**src/rtl/key_cmd_parser.sv**
```systemverilog
// key_cmd_parser
//
// Turns a stream of ASCII key characters into single-byte commands and
// BCD-entry commands (set time / set alarm), presented on a valid/ready
// command port with a one-deep pending slot.
//
// Ports
//   clk            system clock, all state changes on the rising edge
//   rst_n          synchronous active-low reset
//   charData       ASCII character
//   charDataValid  charData is valid this cycle (one character per cycle)
//   cmd_ready      consumer accepts the pending command
//   cmd_valid      a command is pending, held until accepted
//   cmd_code       1 START, 2 STOP, 3 LOAD, 4 SELECT, 5 SET_TIME,
//                  6 SET_ALARM, 7 CLEAR
//   cmd_value      packed BCD, first-entered digit in the MS nibble
//   busy           numeric entry in progress
//   err_pulse      one-cycle pulse: character rejected during an entry
//   overrun        one-cycle pulse: character dropped, command pending
//
// State table
//   IDLE    | waiting for a command key; single-key commands issue here
//   DIGITS  | collecting NDIG BCD digits for SET_TIME / SET_ALARM
//   CONFIRM | all digits in, waiting for CR (commit) or ESC (abort)

module key_cmd_parser #(
    parameter int                NDIG      = 4,
    parameter logic [NDIG-1:0]   LIM5_MASK = NDIG'(4'b1010),
    parameter int                FOLD_CASE = 1
) (
    input  logic                clk,
    input  logic                rst_n,
    input  logic [7:0]          charData,
    input  logic                charDataValid,
    input  logic                cmd_ready,
    output logic                cmd_valid,
    output logic [2:0]          cmd_code,
    output logic [4*NDIG-1:0]   cmd_value,
    output logic                busy,
    output logic                err_pulse,
    output logic                overrun
);

    localparam int CW = $clog2(NDIG + 1);
    localparam logic [CW-1:0] NDIG_C = CW'(NDIG);

    localparam logic [2:0] C_START     = 3'd1;
    localparam logic [2:0] C_STOP      = 3'd2;
    localparam logic [2:0] C_LOAD      = 3'd3;
    localparam logic [2:0] C_SELECT    = 3'd4;
    localparam logic [2:0] C_SET_TIME  = 3'd5;
    localparam logic [2:0] C_SET_ALARM = 3'd6;
    localparam logic [2:0] C_CLEAR     = 3'd7;

    localparam logic [7:0] CH_CR  = 8'h0D;
    localparam logic [7:0] CH_ESC = 8'h1B;
    localparam logic [7:0] CH_AT  = 8'h40;

    typedef enum logic [1:0] {
        IDLE    = 2'd0,
        DIGITS  = 2'd1,
        CONFIRM = 2'd2
    } state_t;

    state_t              state_q, state_d;
    logic [CW-1:0]       cnt_q, cnt_d;
    logic [4*NDIG-1:0]   shift_q, shift_d;
    logic [2:0]          pend_q, pend_d;
    logic                valid_q, valid_d;
    logic [2:0]          code_q, code_d;
    logic [4*NDIG-1:0]   value_q, value_d;
    logic                err_q, err_d;
    logic                ovr_q, ovr_d;

    logic                is_digit;
    logic                digit_ok;
    logic [NDIG-1:0]     mask_sh;
    logic [CW-1:0]       cnt_inc;
    logic                slot_blocked;

    // Upper-case letter key match; the lower-case form only matches when
    // folding is enabled. Any character with bit 7 set can never equal k.
    function automatic logic key_is(input logic [7:0] c, input logic [7:0] k);
        logic hit;
        hit = (c == k);
        if (FOLD_CASE != 0 && c == (k | 8'h20)) begin
            hit = 1'b1;
        end
        return hit;
    endfunction

    assign is_digit = (charData >= 8'h30) && (charData <= 8'h39);

    // Shifting the mask left by the count puts the limit bit of the digit
    // currently being entered into the MSB, avoiding a computed index.
    assign mask_sh  = LIM5_MASK << cnt_q;
    assign digit_ok = is_digit && (!mask_sh[NDIG-1] || charData <= 8'h35);
    assign cnt_inc  = cnt_q + 1'b1;

    // The slot is blocked only when the pending command is not being taken
    // this cycle; a simultaneous accept frees it for a back-to-back issue.
    assign slot_blocked = valid_q && !cmd_ready;

    always_comb begin
        state_d = state_q;
        cnt_d   = cnt_q;
        shift_d = shift_q;
        pend_d  = pend_q;
        valid_d = valid_q && !cmd_ready;
        code_d  = code_q;
        value_d = value_q;
        err_d   = 1'b0;
        ovr_d   = 1'b0;

        if (charDataValid) begin
            if (slot_blocked) begin
                ovr_d = 1'b1;
            end else begin
                unique case (state_q)
                    IDLE: begin
                        if (key_is(charData, "S")) begin
                            valid_d = 1'b1;
                            code_d  = C_START;
                            value_d = '0;
                        end else if (charData == CH_CR) begin
                            valid_d = 1'b1;
                            code_d  = C_STOP;
                            value_d = '0;
                        end else if (key_is(charData, "L")) begin
                            valid_d = 1'b1;
                            code_d  = C_LOAD;
                            value_d = '0;
                        end else if (key_is(charData, "N")) begin
                            valid_d = 1'b1;
                            code_d  = C_SELECT;
                            value_d = '0;
                        end else if (charData == CH_ESC) begin
                            valid_d = 1'b1;
                            code_d  = C_CLEAR;
                            value_d = '0;
                        end else if (charData == CH_AT) begin
                            state_d = DIGITS;
                            pend_d  = C_SET_TIME;
                            cnt_d   = '0;
                            shift_d = '0;
                        end else if (key_is(charData, "A")) begin
                            state_d = DIGITS;
                            pend_d  = C_SET_ALARM;
                            cnt_d   = '0;
                            shift_d = '0;
                        end
                    end

                    DIGITS: begin
                        if (charData == CH_ESC) begin
                            state_d = IDLE;
                            cnt_d   = '0;
                            shift_d = '0;
                            valid_d = 1'b1;
                            code_d  = C_CLEAR;
                            value_d = '0;
                        end else if (digit_ok) begin
                            shift_d      = shift_q << 4;
                            shift_d[3:0] = charData[3:0];
                            cnt_d        = cnt_inc;
                            if (cnt_inc == NDIG_C) begin
                                state_d = CONFIRM;
                            end
                        end else begin
                            err_d = 1'b1;
                        end
                    end

                    CONFIRM: begin
                        if (charData == CH_CR) begin
                            state_d = IDLE;
                            valid_d = 1'b1;
                            code_d  = pend_q;
                            value_d = shift_q;
                            cnt_d   = '0;
                            shift_d = '0;
                        end else if (charData == CH_ESC) begin
                            state_d = IDLE;
                            cnt_d   = '0;
                            shift_d = '0;
                            valid_d = 1'b1;
                            code_d  = C_CLEAR;
                            value_d = '0;
                        end else begin
                            err_d = 1'b1;
                        end
                    end

                    default: begin
                        state_d = IDLE;
                        cnt_d   = '0;
                        shift_d = '0;
                    end
                endcase
            end
        end
    end

    always_ff @(posedge clk) begin
        if (!rst_n) begin
            state_q <= IDLE;
            cnt_q   <= '0;
            shift_q <= '0;
            pend_q  <= '0;
            valid_q <= 1'b0;
            code_q  <= '0;
            value_q <= '0;
            err_q   <= 1'b0;
            ovr_q   <= 1'b0;
        end else begin
            state_q <= state_d;
            cnt_q   <= cnt_d;
            shift_q <= shift_d;
            pend_q  <= pend_d;
            valid_q <= valid_d;
            code_q  <= code_d;
            value_q <= value_d;
            err_q   <= err_d;
            ovr_q   <= ovr_d;
        end
    end

    assign cmd_valid = valid_q;
    assign cmd_code  = code_q;
    assign cmd_value = value_q;
    assign busy      = (state_q != IDLE);
    assign err_pulse = err_q;
    assign overrun   = ovr_q;

endmodule

```
**config.mk**
```make
export PLATFORM = sky130hd
export DESIGN_NAME = key_cmd_parser
export DESIGN_NICKNAME = d
export VERILOG_FILES = /design/src/rtl/key_cmd_parser.sv
export SDC_FILE = /design/constraint.sdc
export NUM_CORES = 1
export LEC_CHECK = 0
export BUFFER_PORTS_ARGS = -buffer_cell sky130_fd_sc_hd__buf_2
export CORE_MARGIN = 2
export CORE_UTILIZATION = 56
export CTS_CLUSTER_DIAMETER = 150
export DETAILED_ROUTE_END_ITERATION = 7
export PLACE_DENSITY = 0.79
export SLEW_MARGIN = 20
export SYNTH_ARGS = -nofsm -noshare
export SYNTH_HDL_FRONTEND = slang
export SYNTH_SLANG_ARGS = --single-unit
```
**constraint.sdc**
```tcl
create_clock -name clk -period 2.11 [get_ports clk]
set_input_delay 0 -clock clk [delete_from_list [all_inputs] [get_ports clk]]
set_output_delay 0 -clock clk [all_outputs]
set_load 0.01 [all_outputs]
```
==> results.md <==
* Leak Pwr at 0.00110 uW
* Mapped cell area at roughly 0.0022 sq mm
* Critical path arrival at 2120 ps
* Congestion Overflow GR at 0
* CTS Buf Count at 5
* Rows at 22
* CTS max path bufs at 2
* Crit Path Max Fanout at 10
* Seq/Total Area, Yosys at 0.411
* Synth warn at 0
* DRC at 0
* Min-delay worst type: in2reg
* EDFF count, synth at 0
* TNS Setup at 0 ps
* Post-route insts no fill at 334
* Largest net degree at the start of global routing at 21
* CTS tree: yes
* Final Hold Viols at 0
* DR iter-0 viols at 189
* Final Critical Period at 1910 ps
* Syn_nets at 270
* Clk sinks at 46
* Critical Path RT at 2320 ps
* PwrDens at around 620 mW/mm^2
* I/O pin cnt at 35
* Final WL at 5130 um
* First drt pass iteration count at 4
* Max_cap viols at 0
* Dpl cells at 325
* Period utilisation layout at 0.907
* Via count at ~2000
* Outcome: finished, final reports clean
* Share of layout cells above drive strength 1 at 0.220
* I/O Buffers at 34
* Max-slew violations at 0
* Syn_area_per_cell at 8.97 sq um
* Worst slew pin tran at 552 ps
* Slew HR at 0.632
* DRT antenna net count at 0
* Startpoint type of the worst setup path: flip-flop
* Die area at 0.00453 sq mm
* Detailed placer's ending HPWL at 3700 um
* Layout Area Growth over Synthesis at 16.0%
* Die Y at 67.3 um
* Pre-CTS setup slack at 169 ps
* Max VDD drop at 492 uV
* Seq cells post-synth at 46
* Top_reg_cell synth: dfxtp_1
* Nets at around 300
* Final setup viols at 0
* Antenna diodes at 0
* Latest clock arrival within the worst-skew pair at 300 ps
* RSZ-0062 raised after global routing: false
* Mapped Cells at 250
* Postcts setup bufs at 0
* Fmax at between 0.5 and 0.6 GHz
* Vias in the first global route at 1733
* Initial antenna violation count at 0
* CTS H-Tree Depth at 2
* Total GRT Usage at 0.242
* Root Buffer Master: clkbuf_8
* Die X at 67.3 um
* Core region area at 0.00374 sq mm
* CP Class: reg2reg
* Post-route setup slack at ~200 ps
* Distinct cell type count after synthesis at 52
* Global-route wire length before repair at 8310 um
* Starting Density at 0.599
* DR vias/cell at between 6 and 7
* Placer Congestion at 0.920
* CP Capture Type: flip-flop
* Clock transition at path regs at around 80 ps
* Fill cells at 298
* WHS at between 20 and 30 ps
* Ys async rst share at 0
* Clock Skew at 10.4 ps
* DR WL/cell at 15.4 um
==> cells in the final DEF, fill, tap and decap left out, types with 4 or more instances in the layout <==
cell type,n
dfxtp_1,46
buf_2,34
nand2_1,29
a22o_1,16
a21oi_1,16
o21ai_0,13
buf_4,12
nor2_1,11
mux2i_1,11
inv_1,9
o2111ai_1,8
ha_1,8
nor2b_1,5
clkbuf_8,5
nand3_1,4
o211ai_1,4
and3_1,4
o21ai_1,4
==> logic make-up after synthesis <==
logic type               Yosys count  synth area share
AND/OR/NAND/NOR                   76             0.183
multiplexers                      11            0.0491
buffers and inverters             28            0.0547
AO/OA/AOI/OAI                     81             0.258
flip-flops                        46             0.411
adder cells (fa/ha/maj)            8            0.0446
==> cell type report <==
class                           instances  area, sq um  area share
Clock buffer                            5         68.8      0.0265
Clock inverter                          3         43.8      0.0168
Inverter                                9         33.8      0.0130
Multi-Input combinational cell        176         1200       0.462
Sequential cell                        46          921       0.354
Tap cell                               48         60.1      0.0231
Timing Repair Buffer                   47          270       0.104
==> final timing paths <==
check / startpoint / end / slack, ps / cells past startpoint
max: cnt_q[0] / cnt_q[0] / 200 / 7
min: charData[3] / shift_q[3] / 30 / 3
max reg2reg: cnt_q[0] / cnt_q[0] / 200 / 7
min reg2reg: shift_q[4] / shift_q[8] / 470 / 2
==> critical path, cell delays in order (launching register included) <==
cell	delay, ps
dfxtp_1	320
inv_1	130
ha_1	170
nor2_1	40
o311ai_1	390
and3_1	450
o21ai_0	150
o22ai_1	190
==> metrics by stage <==
step	area, sq um	utilization	power (uW)
finish	2600	0.695	1620
global route	2600	0.695	1680
CTS	2600	0.694	1630
detailed placement	2470	0.661	985
global placement	2470	0.661	984
floorplan	2240	-	948
==> per-layer routing <==
metal  vias up  share of wire  track usage
met5         -              0            0
met4         0          0.012       0.0816
met3         6          0.057       0.0583
met2        59           0.45        0.340
met1       948           0.49        0.361
li1        993              -            -
==> report_power, final <==
part	internal [uW]	leakage (uW)	switching, uW
clock network	355	0.0000585	300
registers	868	0.000370	0.879
logic	34.6	0.000670	62.8
total	1260	0.00110	363
==> sequential cells by signal (all words and copies together), names as in the netlist <==
register	cells
cmd_value	16
shift_q	16
cmd_code	3
cnt_q	3
pend_q	3
state_q	2
cmd_valid	1
err_pulse	1
overrun	1
==> what timing repair did <==
action,in CTS,in global routing
setup endpoints to repair,0,14
hold endpoints to repair,1,0
gates resized for setup,0,1
hold buffers,1,0
==> synth_stat cells, types with 2 or more instances <==
cell type | count | share of area
o2111ai_1 | 8 | 0.031
o21ai_0 | 13 | 0.029
o21ai_1 | 4 | 0.0089
nand2b_1 | 3 | 0.0084
or3_1 | 2 | 0.0056
buf_1 | 2 | 0.0033
a22o_1 | 16 | 0.062
o211ai_1 | 4 | 0.013
nor2b_1 | 5 | 0.014
o31a_1 | 2 | 0.0078
ha_1 | 8 | 0.045
a211oi_1 | 2 | 0.0067
nor2_1 | 11 | 0.018
clkbuf_2 | 2 | 0.0045
nand2_1 | 29 | 0.049
nor4_1 | 2 | 0.0056
nor3_1 | 3 | 0.0067
dfxtp_1 | 46 | 0.41
a31o_2 | 2 | 0.0078
clkbuf_1 | 10 | 0.017
mux2i_1 | 11 | 0.049
and3_1 | 4 | 0.011
nor4bb_1 | 2 | 0.0089
nand4_1 | 2 | 0.0056
buf_2 | 3 | 0.0067
inv_1 | 9 | 0.015
nand3_1 | 4 | 0.0089
a21oi_1 | 17 | 0.038
(Power assumes the default switching activity.)
